### src/rtl/adder_operand_sequencer_pkg.sv
// Shared definitions for the adder operand sequencer: FSM state encodings
// and the default operand width / load timeout used by the top level.
package adder_operand_sequencer_pkg;

  localparam int unsigned DEF_WIDTH        = 8;
  localparam int unsigned DEF_LOAD_TIMEOUT = 255;

  typedef enum logic [1:0] {
    ST_IDLE   = 2'd0,
    ST_WAIT_B = 2'd1,
    ST_EXEC   = 2'd2,
    ST_DONE   = 2'd3
  } seq_state_e;

  // Counter width able to hold every value from 0 up to the timeout itself.
  function automatic int unsigned timeout_cnt_width(input int unsigned timeout);
    return (timeout < 2) ? 1 : $clog2(timeout + 1);
  endfunction

endpackage

### src/rtl/adder_operand_sequencer_load_timeout_cnt.sv
// Idle-cycle counter for the operand-B wait: synchronous clear, count enable,
// and a terminal-count flag raised when the count reaches LOAD_TIMEOUT-1.
module load_timeout_cnt
  import adder_operand_sequencer_pkg::*;
#(
  parameter int unsigned LOAD_TIMEOUT = DEF_LOAD_TIMEOUT,
  parameter int unsigned CW           = timeout_cnt_width(LOAD_TIMEOUT)
) (
  input  logic clk,
  input  logic rst_n,
  input  logic i_clr,
  input  logic i_en,
  output logic o_tc
);

  localparam logic [CW-1:0] TC_VAL = CW'(LOAD_TIMEOUT - 1);

  logic [CW-1:0] r_cnt;

  always_ff @(posedge clk or negedge rst_n) begin
    if (!rst_n) begin
      r_cnt <= '0;
    end else if (i_clr) begin
      r_cnt <= '0;
    end else if (i_en) begin
      r_cnt <= r_cnt + CW'(1);
    end
  end

  assign o_tc = (r_cnt == TC_VAL);

endmodule

### src/rtl/adder_operand_sequencer.sv
// Loads operand A then B+cin from one byte bus, drives an external combinational
// adder and holds {cout,sum} on a valid/ready port. SIGNED_OVF_EN adds an ovf output.
module adder_operand_sequencer
  import adder_operand_sequencer_pkg::*;
#(
  parameter int unsigned WIDTH        = DEF_WIDTH,
  parameter int unsigned LOAD_TIMEOUT = DEF_LOAD_TIMEOUT
) (
  input  logic             clk,
  input  logic             rst_n,
  input  logic [WIDTH-1:0] din,
  input  logic             din_valid,
  output logic             din_ready,
  input  logic             cin_in,
  output logic [WIDTH-1:0] op_a,
  output logic [WIDTH-1:0] op_b,
  output logic             op_cin,
  input  logic [WIDTH-1:0] add_sum,
  input  logic             add_cout,
  output logic [WIDTH:0]   result,
  output logic             res_valid,
  input  logic             res_ready,
  output logic             busy,
  output logic             err
`ifdef SIGNED_OVF_EN
  ,
  output logic             ovf
`endif
);

  localparam int unsigned MSB = WIDTH - 1;

  seq_state_e       r_state;
  seq_state_e       w_nextState;
  logic             w_xfer;
  logic             w_loadA;
  logic             w_loadB;
  logic             w_timeout;
  logic             w_capture;
  logic             w_accept;
  logic             w_cntClr;
  logic             w_cntEn;
  logic             w_tc;

  logic [WIDTH-1:0] r_opA;
  logic [WIDTH-1:0] r_opB;
  logic             r_opCin;
  logic [WIDTH:0]   r_result;
  logic             r_resValid;
  logic             r_err;

  assign din_ready = (r_state == ST_IDLE) || (r_state == ST_WAIT_B);
  assign busy      = (r_state != ST_IDLE);
  assign w_xfer    = din_valid & din_ready;

  load_timeout_cnt #(
    .LOAD_TIMEOUT (LOAD_TIMEOUT)
  ) u_load_timeout_cnt (
    .clk   (clk),
    .rst_n (rst_n),
    .i_clr (w_cntClr),
    .i_en  (w_cntEn),
    .o_tc  (w_tc)
  );

  always_ff @(posedge clk or negedge rst_n) begin
    if (!rst_n) begin
      r_state <= ST_IDLE;
    end else begin
      r_state <= w_nextState;
    end
  end

  // A valid B beat in WAIT_B always wins over the timeout in the same cycle.
  always_comb begin
    w_nextState = r_state;
    w_loadA     = 1'b0;
    w_loadB     = 1'b0;
    w_timeout   = 1'b0;
    w_capture   = 1'b0;
    w_accept    = 1'b0;
    w_cntClr    = 1'b0;
    w_cntEn     = 1'b0;
    case (r_state)
      ST_IDLE: begin
        if (w_xfer) begin
          w_loadA     = 1'b1;
          w_cntClr    = 1'b1;
          w_nextState = ST_WAIT_B;
        end
      end
      ST_WAIT_B: begin
        if (w_xfer) begin
          w_loadB     = 1'b1;
          w_nextState = ST_EXEC;
        end else if (w_tc) begin
          w_timeout   = 1'b1;
          w_nextState = ST_IDLE;
        end else begin
          w_cntEn     = 1'b1;
        end
      end
      ST_EXEC: begin
        w_capture   = 1'b1;
        w_nextState = ST_DONE;
      end
      ST_DONE: begin
        if (res_ready) begin
          w_accept    = 1'b1;
          w_nextState = ST_IDLE;
        end
      end
      default: begin
        w_nextState = ST_IDLE;
      end
    endcase
  end

  always_ff @(posedge clk or negedge rst_n) begin
    if (!rst_n) begin
      r_opA      <= '0;
      r_opB      <= '0;
      r_opCin    <= 1'b0;
      r_result   <= '0;
      r_resValid <= 1'b0;
      r_err      <= 1'b0;
    end else begin
      r_err <= w_timeout;
      if (w_loadA) begin
        r_opA <= din;
      end else if (w_timeout) begin
        r_opA <= '0;
      end
      if (w_loadB) begin
        r_opB   <= din;
        r_opCin <= cin_in;
      end
      if (w_capture) begin
        r_result   <= {add_cout, add_sum};
        r_resValid <= 1'b1;
      end else if (w_accept) begin
        r_resValid <= 1'b0;
      end
    end
  end

  assign op_a      = r_opA;
  assign op_b      = r_opB;
  assign op_cin    = r_opCin;
  assign result    = r_result;
  assign res_valid = r_resValid;
  assign err       = r_err;

`ifdef SIGNED_OVF_EN
  logic r_ovf;

  // Same-sign operands producing an opposite-sign sum is a two's-complement overflow.
  always_ff @(posedge clk or negedge rst_n) begin
    if (!rst_n) begin
      r_ovf <= 1'b0;
    end else if (w_capture) begin
      r_ovf <= (r_opA[MSB] == r_opB[MSB]) & (add_sum[MSB] != r_opA[MSB]);
    end else if (w_accept) begin
      r_ovf <= 1'b0;
    end
  end

  assign ovf = r_ovf;
`endif

endmodule
### config.mk
export PLATFORM = sky130hd
export DESIGN_NAME = adder_operand_sequencer
export DESIGN_NICKNAME = d
export VERILOG_FILES = /design/src/rtl/adder_operand_sequencer_pkg.sv /design/src/rtl/adder_operand_sequencer_load_timeout_cnt.sv /design/src/rtl/adder_operand_sequencer.sv
export SDC_FILE = /design/constraint.sdc
export NUM_CORES = 1
export LEC_CHECK = 0
export BUFFER_PORTS_ARGS = -buffer_cell sky130_fd_sc_hd__buf_4
export CORE_ASPECT_RATIO = 1.5
export CORE_MARGIN = 2
export CORE_UTILIZATION = 52
export CTS_BUF_LIST = sky130_fd_sc_hd__clkbuf_8
export DETAILED_ROUTE_END_ITERATION = 16
export GPL_ROUTABILITY_DRIVEN = 1
export PLACE_DENSITY = 0.81
export SETUP_SLACK_MARGIN = 0.1
export SLEW_MARGIN = 5
export SYNTH_ARGS = -nofsm -noshare
export SYNTH_HDL_FRONTEND = slang
export SYNTH_SLANG_ARGS = --single-unit
### constraint.sdc
create_clock -name clk -period 1.8 [get_ports clk]
set_clock_uncertainty 0.15 [all_clocks]
set_input_delay 0 -clock clk [delete_from_list [all_inputs] [get_ports clk]]
set_output_delay 0 -clock clk [all_outputs]
set_load 0.01 [all_outputs]
==> results.md <==
* Initial antenna violation count at 0
* Rel. slew slack at 68.2%
* Design area at 2550 um^2
* Leak at 1.19 nW
* Startpoint types: flip-flop
* Final TNS setup at 0 ns
* Die Height at 73.6 um
* Register area at 952 um^2
* Critical Path AT at 1.68 ns
* Global-route wire length before repair at 6.82 mm
* Worst vdd ir at 1060 uV
* Area post-placement at 2140 um^2
* Fin nets at 256
* WS Path Type: reg2reg
* Synth Instances at 146
* Final min period at 1.67 ns
* Overall power at 4.00 mW
* CTS Sinks at 38
* CORE AREA at 3130 um^2
* CTS buffer count at 5
* Setup ws final at 0.128 ns
* Area of the multi-input gates at 748 um^2
* Synth cell types at 34
* Hpwl dp at 2.75 mm
* Syn_area_per_cell at 11.5 um^2
* Syn_nets at 170
* Antenna fix cells at 0
* Most frequent cells in the layout: buf_4, dfrtp_1, nand2_1, dlygate4sd3_1, mux2_2
* CP Max Fanout at 5
* Placement Setup Slack at 0.0808 ns
* Initial Util at 53.6%
* Final Hold Fails at 0
* Flop2flop setup slack at 0.13 ns
* Synth Register Bits at 38
* Tightest Pin Transition at 0.477 ns
* Critical Path RT at 1.80 ns
* CTS Root Cell: clkbuf_8
* CTS H-tree lvls at 2
* Syn-to-layout area delta at 52.1%
* DRC at 0
* TritonRoute pass-1 iters at 4
* Largest net degree at the start of global routing at 39
* CTS Buffer Depth at 2
* WHS at 0.0492 ns
* Synth Cell Area at 1680 um^2
* DRT iter0 DRCs at 20
* Routed via count at 1467
* Clock latency on the worst-skew pair at 0.29 ns
* Clk pin slew, worst setup/hold paths at 0.07 ns
* Vias in the first global route at 1503
* CTS tree: built
* Worst hold-check path type: in2async
* Power Dens Cells at 1570 nW/um^2
* Io pins at 52
* Max cap viols at 0
* Fin. max-slew vios at 0
* Setup violators final at 0
* Run status: finished clean
* Final period utilization at 92.9%
* Commonest non-fill, non-tap cell in the layout: buf_4
* Placer congestion estimate at 0.823
* RSZ-0062 raised after global routing: yes
* Synthesis Warnings at 0
* Row Count at 25
* Buffers on Ports at 51
* GRT Total Usage at 25.3%
* Crit. End Element: flip-flop
* Routed len/inst at 16.3 um
* Die ar. at 3710 um^2
* Overflow after GRT at 0
* Fill count at 178
* Antenna viol nets, final at 0
* Total Wirelength at 4.44 mm
* Seq/Total Area, Yosys at 56.7%
* Vias per inst at 5.37
* Max Clk Rate at 598 MHz
* Die Width at 50.4 um
* Layout cells sized above 1 at 43.3%
## worst max-delay path, stage by stage, from the launching register on
cell	delay (ns)
dfrtp_1	0.45
nor3b_4	0.31
o21ai_2	0.12
o311ai_0	0.37
o41ai_1	0.14
## power by group
group          total [mW]  internal [mW]  leakage (nW)  switching, mW
sequential           1.49           1.22         0.455          0.270
clock               0.677          0.387        0.0575          0.290
combinational        1.84           1.01         0.676          0.830
total                4.00           2.61          1.19           1.39
## Yosys cell counts, drive strengths merged
| cell type | n | share of area, % |
|---|---|---|
| nor4b | 1 | 0.52 |
| buf | 2 | 0.75 |
| and2b | 1 | 0.45 |
| o311ai | 1 | 0.52 |
| nand3 | 6 | 1.8 |
| o221a | 1 | 0.67 |
| nand2b | 1 | 0.37 |
| o21ai | 11 | 3.5 |
| a21o | 9 | 4.0 |
| nand2 | 25 | 5.6 |
| nor2 | 5 | 1.3 |
| dfrtp | 38 | 57 |
| a211oi | 2 | 0.89 |
| nor3b | 1 | 0.75 |
| a31o | 2 | 1.0 |
| mux2 | 18 | 12 |
| nand3b | 1 | 0.45 |
| and2 | 1 | 0.37 |
| inv | 4 | 0.89 |
| ha | 2 | 1.5 |
| o21a | 1 | 0.45 |
| a21oi | 1 | 0.30 |
| nand4 | 2 | 0.75 |
| nand4b | 2 | 1.0 |
| clkbuf | 2 | 0.45 |
| o31ai | 1 | 0.45 |
| and4 | 1 | 0.52 |
| or4 | 1 | 0.45 |
| nor2b | 1 | 0.37 |
| mux2i | 1 | 0.60 |
| o41ai | 1 | 0.52 |
## cells by family (layout without fill, tap and decap cells)
family / count (synthesis) / in the layout / share of synthesized area (%)
multiplexers: 19 / 19 / 12.7
flip-flops: 38 / 38 / 56.7
adder cells (fa/ha/maj): 2 / 2 / 1.49
buffers and inverters: 8 / 95 / 2.09
AO/OA/AOI/OAI: 30 / 30 / 12.4
AND/OR/NAND/NOR: 49 / 49 / 14.7
## stage by stage
stage / utilization [%] / std cells
floorplan: - / 146
global placement: 68.5 / 240
detailed placement: 68.5 / 240
CTS: 79.0 / 269
global route: 81.6 / 273
finish: 81.6 / 273
## path summary, 6_finish.rpt
check | end | depth (start not counted)
setup / recovery | u_load_timeout_cnt.r_cnt[3] | 4
hold / removal | result[8] | 2
setup reg to reg | u_load_timeout_cnt.r_cnt[3] | 4
hold reg to reg | res_valid | 1
max in group asynchronous | r_state[0] | 2
min in group clk | result[8] | 3
## state kept, by name, indices dropped and copies added, names as in the netlist, named ones only
register	cells
err	1
r_state	1
res_valid	1
op_a	8
u_load_timeout_cnt.r_cnt	8
op_b	8
op_cin	1
result	9
## metal layers
layer  vias up  share of wire [%]  track usage [%]
li1        690                  -                -
met1       701                 38             28.3
met2        68                 55             42.8
met3         8                5.9             7.11
met4         0                1.9             14.4
met5         -                  0                0
## area by class of cell
cell class                      count  share of cell area (%)
Tap cell                           40                    1.96
Sequential cell                    38                    37.3
Inverter                            4                   0.589
Timing Repair Buffer               83                    26.5
Clock buffer                        8                    4.32
Multi-Input combinational cell    100                    29.3
## what timing repair did
action,in CTS,in global routing
buffers inserted,0,4
endpoints found under the hold margin,68,0
endpoints found under the setup margin,8,11
gates resized for setup,2,10
pin swaps,0,3
hold buffers,21,0
Note: power is estimated with default switching activity, not from simulation.
